## config.mk

```make
export PLATFORM = sky130hd
export DESIGN_NAME = ppi_bus_sequencer
export DESIGN_NICKNAME = d
export VERILOG_FILES = /design/src/rtl/ppi_bus_sequencer.sv
export SDC_FILE = /design/constraint.sdc
export NUM_CORES = 1
export LEC_CHECK = 0
export CORE_MARGIN = 2
export CORE_UTILIZATION = 50
export CTS_BUF_LIST = sky130_fd_sc_hd__clkbuf_16
export CTS_CLUSTER_SIZE = 28
export DETAILED_ROUTE_END_ITERATION = 16
export DONT_BUFFER_PORTS = 1
export SYNTH_ARGS = -nofsm -noshare
export SYNTH_HDL_FRONTEND = slang
export SYNTH_SLANG_ARGS = --single-unit
```

## constraint.sdc

```tcl
create_clock -name CLK -period 2.8 [get_ports CLK]
set_input_delay 0.56 -clock CLK [delete_from_list [all_inputs] [get_ports CLK]]
set_output_delay 0.56 -clock CLK [all_outputs]
set_load 0.1 [all_outputs]
```

## src/rtl/ppi_bus_sequencer.sv

```systemverilog
// Bus-side sequencer for an 8255-style PPI: round-robin arbitration of two
// requesters, timed setup/strobe/hold/recovery cycles, control word after reset.
module ppi_bus_sequencer #(
  parameter int unsigned SETUP_CYC    = 1,
  parameter int unsigned STROBE_CYC   = 2,
  parameter int unsigned HOLD_CYC     = 1,
  parameter int unsigned RECOVERY_CYC = 1,
  parameter logic [7:0]  INIT_CW      = 8'h9B
) (
  input  logic       CLK,
  input  logic       RESET_N,
  input  logic       req0_valid,
  output logic       req0_ready,
  input  logic       req0_write,
  input  logic [1:0] req0_addr,
  input  logic [7:0] req0_wdata,
  input  logic       req1_valid,
  output logic       req1_ready,
  input  logic       req1_write,
  input  logic [1:0] req1_addr,
  input  logic [7:0] req1_wdata,
  output logic       rsp_valid,
  output logic       rsp_id,
  output logic       rsp_write,
  output logic [7:0] rsp_rdata,
  output logic       PPI_CS_N,
  output logic       PPI_RD_N,
  output logic       PPI_WR_N,
  output logic [1:0] PPI_A,
  output logic [7:0] PPI_D_OUT,
  output logic       PPI_D_OE,
  input  logic [7:0] PPI_D_IN
);

  typedef enum logic [2:0] {
    S_IDLE,
    S_SETUP,
    S_STROBE,
    S_HOLD,
    S_RECOVER
  } state_t;

  // Down-counter reload values; a zero count still occupies one cycle.
  localparam logic [7:0] SETUP_LD    = (SETUP_CYC    == 0) ? 8'd0 : 8'(SETUP_CYC    - 1);
  localparam logic [7:0] STROBE_LD   = (STROBE_CYC   == 0) ? 8'd0 : 8'(STROBE_CYC   - 1);
  localparam logic [7:0] HOLD_LD     = (HOLD_CYC     == 0) ? 8'd0 : 8'(HOLD_CYC     - 1);
  localparam logic [7:0] RECOVERY_LD = (RECOVERY_CYC == 0) ? 8'd0 : 8'(RECOVERY_CYC - 1);

  state_t     r_state;
  state_t     w_next;
  logic [7:0] r_cnt;
  logic       w_cnt_zero;
  logic       r_init_pending;
  logic       r_rr;          // 0: req0 wins a tie, 1: req1 wins a tie
  logic       r_wr;
  logic       r_id;
  logic       r_is_init;
  logic       w_acc0;
  logic       w_acc1;
  logic       w_grant0;
  logic       w_grant1;
  logic       w_ld_write;
  logic [1:0] w_ld_addr;
  logic [7:0] w_ld_wdata;

  function automatic logic [7:0] cnt_load(input state_t s);
    case (s)
      S_SETUP:   cnt_load = SETUP_LD;
      S_STROBE:  cnt_load = STROBE_LD;
      S_HOLD:    cnt_load = HOLD_LD;
      S_RECOVER: cnt_load = RECOVERY_LD;
      default:   cnt_load = 8'd0;
    endcase
  endfunction

  assign w_cnt_zero = (r_cnt == 8'd0);

  assign w_grant0 = req0_valid && (!req1_valid || !r_rr);
  assign w_grant1 = req1_valid && !w_grant0;

  // NOTE: every variable driven here gets a default first, so no path leaves
  // one unassigned and no latch is inferred.
  always_comb begin
    w_next = r_state;
    w_acc0 = 1'b0;
    w_acc1 = 1'b0;
    case (r_state)
      S_IDLE: begin
        if (r_init_pending) begin
          w_next = S_SETUP;
        end else begin
          w_acc0 = req0_valid && req0_ready;
          w_acc1 = req1_valid && req1_ready;
          if (w_acc0 || w_acc1) w_next = S_SETUP;
        end
      end
      S_SETUP:   if (w_cnt_zero) w_next = S_STROBE;
      S_STROBE:  if (w_cnt_zero) w_next = S_HOLD;
      S_HOLD:    if (w_cnt_zero) w_next = S_RECOVER;
      S_RECOVER: if (w_cnt_zero) w_next = S_IDLE;
      default:   w_next = S_IDLE;
    endcase
  end

  // Payload for the access about to start: the init write or the granted request.
  always_comb begin
    w_ld_write = req0_write;
    w_ld_addr  = req0_addr;
    w_ld_wdata = req0_wdata;
    if (r_init_pending) begin
      w_ld_write = 1'b1;
      w_ld_addr  = 2'b11;
      w_ld_wdata = INIT_CW;
    end else if (w_acc1) begin
      w_ld_write = req1_write;
      w_ld_addr  = req1_addr;
      w_ld_wdata = req1_wdata;
    end
  end

  // NOTE: bus outputs are registered from the transition being taken, so each
  // pin changes on the same edge that enters the state it belongs to.
  always_ff @(posedge CLK or negedge RESET_N) begin
    if (!RESET_N) begin
      r_state        <= S_IDLE;
      r_cnt          <= 8'd0;
      r_init_pending <= 1'b1;
      r_rr           <= 1'b0;
      r_wr           <= 1'b0;
      r_id           <= 1'b0;
      r_is_init      <= 1'b0;
      req0_ready     <= 1'b0;
      req1_ready     <= 1'b0;
      rsp_valid      <= 1'b0;
      rsp_id         <= 1'b0;
      rsp_write      <= 1'b0;
      rsp_rdata      <= 8'd0;
      PPI_CS_N       <= 1'b1;
      PPI_RD_N       <= 1'b1;
      PPI_WR_N       <= 1'b1;
      PPI_A          <= 2'b00;
      PPI_D_OUT      <= 8'd0;
      PPI_D_OE       <= 1'b0;
    end else begin
      r_state <= w_next;
      if (w_next != r_state) begin
        r_cnt <= cnt_load(w_next);
      end else if (!w_cnt_zero) begin
        r_cnt <= r_cnt - 8'd1;
      end

      rsp_valid  <= 1'b0;
      req0_ready <= (w_next == S_IDLE) && !r_init_pending && w_grant0;
      req1_ready <= (w_next == S_IDLE) && !r_init_pending && w_grant1;

      case (r_state)
        S_IDLE: begin
          if (w_next == S_SETUP) begin
            r_wr      <= w_ld_write;
            r_id      <= w_acc1;
            r_is_init <= r_init_pending;
            if (!r_init_pending) r_rr <= w_acc0;
            PPI_CS_N  <= 1'b0;
            PPI_A     <= w_ld_addr;
            PPI_D_OE  <= w_ld_write;
            if (w_ld_write) PPI_D_OUT <= w_ld_wdata;
          end
        end
        S_SETUP: begin
          if (w_next == S_STROBE) begin
            PPI_RD_N <= r_wr;
            PPI_WR_N <= !r_wr;
          end
        end
        S_STROBE: begin
          if (w_next == S_HOLD) begin
            PPI_RD_N <= 1'b1;
            PPI_WR_N <= 1'b1;
            if (!r_is_init) begin
              rsp_valid <= 1'b1;
              rsp_id    <= r_id;
              rsp_write <= r_wr;
              rsp_rdata <= r_wr ? 8'd0 : PPI_D_IN;
            end
          end
        end
        S_HOLD: begin
          if (w_next == S_RECOVER) begin
            PPI_CS_N <= 1'b1;
            PPI_D_OE <= 1'b0;
            if (r_is_init) r_init_pending <= 1'b0;
          end
        end
        default: ;
      endcase
    end
  end

endmodule

```

==> impl_metrics.prom <==
# TYPE chip_impl_metric gauge
chip_impl_metric{name="synth-edff-count",unit=""} 0
chip_impl_metric{name="initial_core_util",unit="%"} 52.5
chip_impl_metric{name="required",unit="ns"} 2.96
chip_impl_metric{name="period_share",unit="%"} 86.8
chip_impl_metric{name="cts_setup_buffers",unit=""} 0
chip_impl_info{name="synth.area.top_cells",value="dfrtp_1 (46%), mux2_4 (6.3%), dfstp_2 (4.9%), nor3_1 (4.0%), mux2i_1 (3.8%)"} 1
chip_impl_info{name="timing.rr.end",value="rsp_rdata[6]"} 1
chip_impl_info{name="setup.worst_path.class",value="flop to flop"} 1
chip_impl_metric{name="finalWirelength",unit="mm"} 4.30
chip_impl_metric{name="final_core_utilization",unit="%"} 57.6
chip_impl_metric{name="syn_inst",unit=""} 202
chip_impl_metric{name="insertedDiodeCount",unit=""} 0
chip_impl_info{name="critPathLaunchType",value="flop"} 1
chip_impl_metric{name="globalRouteTotalUtil",unit="%"} 18.5
chip_impl_metric{name="clock_insertion_delay_worst_skew",unit="ns"} 0.28
chip_impl_metric{name="top_level_ports",unit=""} 61
chip_impl_metric{name="first_global_vias",unit=""} 1441
chip_impl_info{name="synth_top_cells_by_count",value="dfrtp_1 (39), nand2_1 (18), nor2_1 (18)"} 1
chip_impl_metric{name="clock.fmax",unit="MHz"} 412
chip_impl_metric{name="remaining_drc_errors",unit=""} 0
chip_impl_metric{name="postLayoutCellArea",unit="µm²"} 2340
chip_impl_metric{name="die_width",unit="µm"} 69.3
chip_impl_info{name="worstHoldPathType",value="input pin to async pin"} 1
chip_impl_metric{name="clock_sinks",unit=""} 43
chip_impl_metric{name="area_delta_synth_final",unit="%"} 9.69
chip_impl_metric{name="route.vias.total",unit=""} 1530
chip_impl_metric{name="row_count",unit=""} 23
chip_impl_metric{name="largest_net_degree_at_the_start_of_global_routing",unit=""} 40
chip_impl_metric{name="number_of_failing_hold_endpoints_at_the_final_stage",unit=""} 0
chip_impl_metric{name="hpwl",unit="mm"} 2.99
chip_impl_info{name="cts_tree",value="done"} 1
chip_impl_info{name="crit_path_end_kind",value="flop"} 1
chip_impl_metric{name="fp.coreArea",unit="µm²"} 4060
chip_impl_info{name="status",value="finished, final reports clean"} 1
chip_impl_metric{name="placed_cell_area",unit="µm²"} 2180
chip_impl_metric{name="timing.setup.tns",unit="ns"} 0
chip_impl_metric{name="yosys.cell_types.count",unit=""} 44
chip_impl_info{name="clock-root-buffer",value="clkbuf_16"} 1
chip_impl_metric{name="post_synth_instance_area",unit="µm²"} 2130
chip_impl_metric{name="nets",unit=""} 238
chip_impl_metric{name="die_area",unit="µm²"} 4800
chip_impl_metric{name="clkTransAtPathRegs",unit="ns"} 0.06
chip_impl_metric{name="postSynthRegisterBits",unit=""} 43
chip_impl_metric{name="worst_pin_slew",unit="ns"} 1.14
chip_impl_info{name="synth_top_area_cell",value="dfrtp_1"} 1
chip_impl_metric{name="cts-buffers-inserted",unit=""} 5
chip_impl_metric{name="drive_gt1_share",unit="%"} 16.7
chip_impl_metric{name="pwr_density_cell",unit="nW/µm²"} 540
chip_impl_metric{name="post_route_ant_nets",unit=""} 0
chip_impl_metric{name="dp.cells",unit=""} 245
chip_impl_metric{name="setup.reg_to_reg.worst_slack",unit="ns"} 0.37
chip_impl_metric{name="timing.max_cap.violations",unit=""} 0
chip_impl_metric{name="timing.critical_path.fanout_max",unit=""} 11
chip_impl_metric{name="tmin_final",unit="ns"} 2.43
chip_impl_metric{name="stdcell_count",unit=""} 254
chip_impl_metric{name="synthesis.nets",unit=""} 237
chip_impl_metric{name="clock_path_buffers",unit=""} 2
chip_impl_metric{name="drt_first_iter_violations",unit=""} 63
chip_impl_metric{name="synth-warning-count",unit=""} 0
chip_impl_metric{name="drt_first_pass_iters",unit=""} 4
chip_impl_metric{name="final.setup_skew",unit="ns"} 0.00644
chip_impl_info{name="yosysMostFrequentCell",value="dfrtp_1"} 1
chip_impl_metric{name="finalMaxSlewViolations",unit=""} 0
chip_impl_metric{name="finalSetupViolations",unit=""} 0
chip_impl_metric{name="ys_seq_area_share",unit="%"} 50.7
chip_impl_metric{name="die_h",unit="µm"} 69.3
chip_impl_metric{name="syn_area_per_cell",unit="µm²"} 10.5
chip_impl_metric{name="power.static_leakage",unit="nW"} 1.00
chip_impl_metric{name="peakVddDrop",unit="mV"} 0.223
chip_impl_info{name="ys.flop_type",value="dfrtp_1"} 1
chip_impl_metric{name="timing.max_slew.rel_slack",unit="%"} 23.7
chip_impl_metric{name="worst-endpoint-arrival",unit="ns"} 2.59
chip_impl_metric{name="grt_pass1_wl",unit="mm"} 7.19
chip_impl_metric{name="worst_r2r_path_depth",unit=""} 6
chip_impl_metric{name="synth_async_sr_flop_share",unit="%"} 100
chip_impl_metric{name="grt_antenna_before_repair",unit=""} 0
chip_impl_metric{name="port_buffer_cells",unit=""} 0
chip_impl_metric{name="grt_overflow_total",unit=""} 0
chip_impl_metric{name="synth_top_cell_area_share",unit="%"} 45.8
chip_impl_info{name="rsz0062_at_grt",value="no"} 1
chip_impl_metric{name="ctsHtreeMaxLevel",unit=""} 2
chip_impl_info{name="critical_path.reg2reg.startpoint",value="r_cnt[0]"} 1
chip_impl_metric{name="gpl.final_weighted_congestion",unit=""} 0.765
chip_impl_metric{name="drt-wirelength-per-cell",unit="µm"} 16.9
chip_impl_metric{name="post_drt_via_cell_ratio",unit=""} 6.02
## worst max-delay path: stages, from the launching register on
cell and delay [ns]:
dfrtp_1 0.42, inv_1 0.08, ha_1 0.19, nor3b_1 0.50
nand2_4 0.15, or4_4 0.64, mux2_4 0.34
## cells by family after synthesis
| group | Yosys count | synth area share (%) |
|---|---|---|
| DFF | 43 | 50.7 |
| buffers and inverters | 16 | 3.29 |
| adders and majority gates | 1 | 0.587 |
| xor gates and xnor gates | 3 | 1.23 |
| muxes | 18 | 10.6 |
| AOI/OAI and AO/OA | 41 | 13.6 |
| and+or+nand+nor | 80 | 19.9 |
## state kept, by name, summed over array words and instances (netlist names), 2 cells and up
| register | count |
|---|---|
| PPI_D_OUT | 8 |
| r_cnt | 8 |
| rsp_rdata | 8 |
| r_state | 3 |
| PPI_A | 2 |
## final cells by class
cell class	instances	area (µm²)
Multi-Input combinational cell	143	987
Inverter	6	22.5
Timing Repair Buffer	4	42.5
Clock buffer	5	125
Tap cell	50	62.6
Fill cell	335	1720
Clock inverter	3	16.3
Sequential cell	43	1080
## per-layer routing
metal / vias up / track usage [%] / wire, µm / part of all wire, %
met1: 733 / 25.6 / 2010 / 47
met2: 63 / 28.2 / 2020 / 47
met4: 0 / 3.92 / 17 / 0.40
met3: 2 / 6.40 / 259 / 6.0
met5: - / 0 / 0 / 0
li1: 732 / - / - / -
## metrics by stage
| stage | total power, mW | setup slack, ns | hold WS [ns] |
|---|---|---|---|
| after floorplan | 0.700 | 0.351 | 0.264 |
| after global placement | 0.702 | 0.498 | 0.265 |
| after detailed placement | 0.703 | 0.395 | 0.266 |
| after CTS | 1.27 | 0.371 | 0.113 |
| after global routing | 1.31 | 0.241 | 0.103 |
| final | 1.26 | 0.371 | 0.114 |
## repair_timing
| action | in CTS | in global routing |
|---|---|---|
| gates resized for setup | 0 | 0 |
| hold buffers | 1 | 0 |
| endpoints found under the hold margin | 39 | 0 |
## worst max-delay path by stage
| stage | start | end | slack (ns) | depth (start not counted) |
|---|---|---|---|---|
| 2_1_floorplan | req1_ready | PPI_D_OUT[2] | 0.35 | 5 |
| 6_report | r_cnt[0] | rsp_rdata[6] | 0.37 | 6 |
| 5_1_grt | r_cnt[0] | rsp_rdata[6] | 0.24 | 6 |
| 3_3_place_gp | r_cnt[0] | rsp_rdata[1] | 0.50 | 6 |
| 4_1_cts | r_cnt[0] | rsp_rdata[6] | 0.37 | 6 |
| 3_5_place_dp | r_cnt[0] | rsp_rdata[6] | 0.39 | 6 |
## placed cells by master, fill, tap and decap left out, types with 3 or more instances in the layout
master,Yosys,final
buf_4,0,3
dfstp_2,4,4
inv_1,6,7
nor2_1,18,18
clkbuf_16,0,5
xor2_1,3,3
nand2_1,18,18
o21ai_0,7,7
mux2i_1,8,8
nor3_1,17,17
mux2_4,9,9
a21oi_1,7,7
o31ai_1,8,8
nor2b_1,10,10
dfrtp_1,39,39
nand3_1,3,3
## where the power goes
part / switching, mW / total [mW] / internal, mW
sequential: 0.0487 / 0.675 / 0.627
clock: 0.231 / 0.557 / 0.325
combinational: 0.0147 / 0.0298 / 0.0150
total: 0.295 / 1.26 / 0.967
Power figures use the tool's default switching activity.
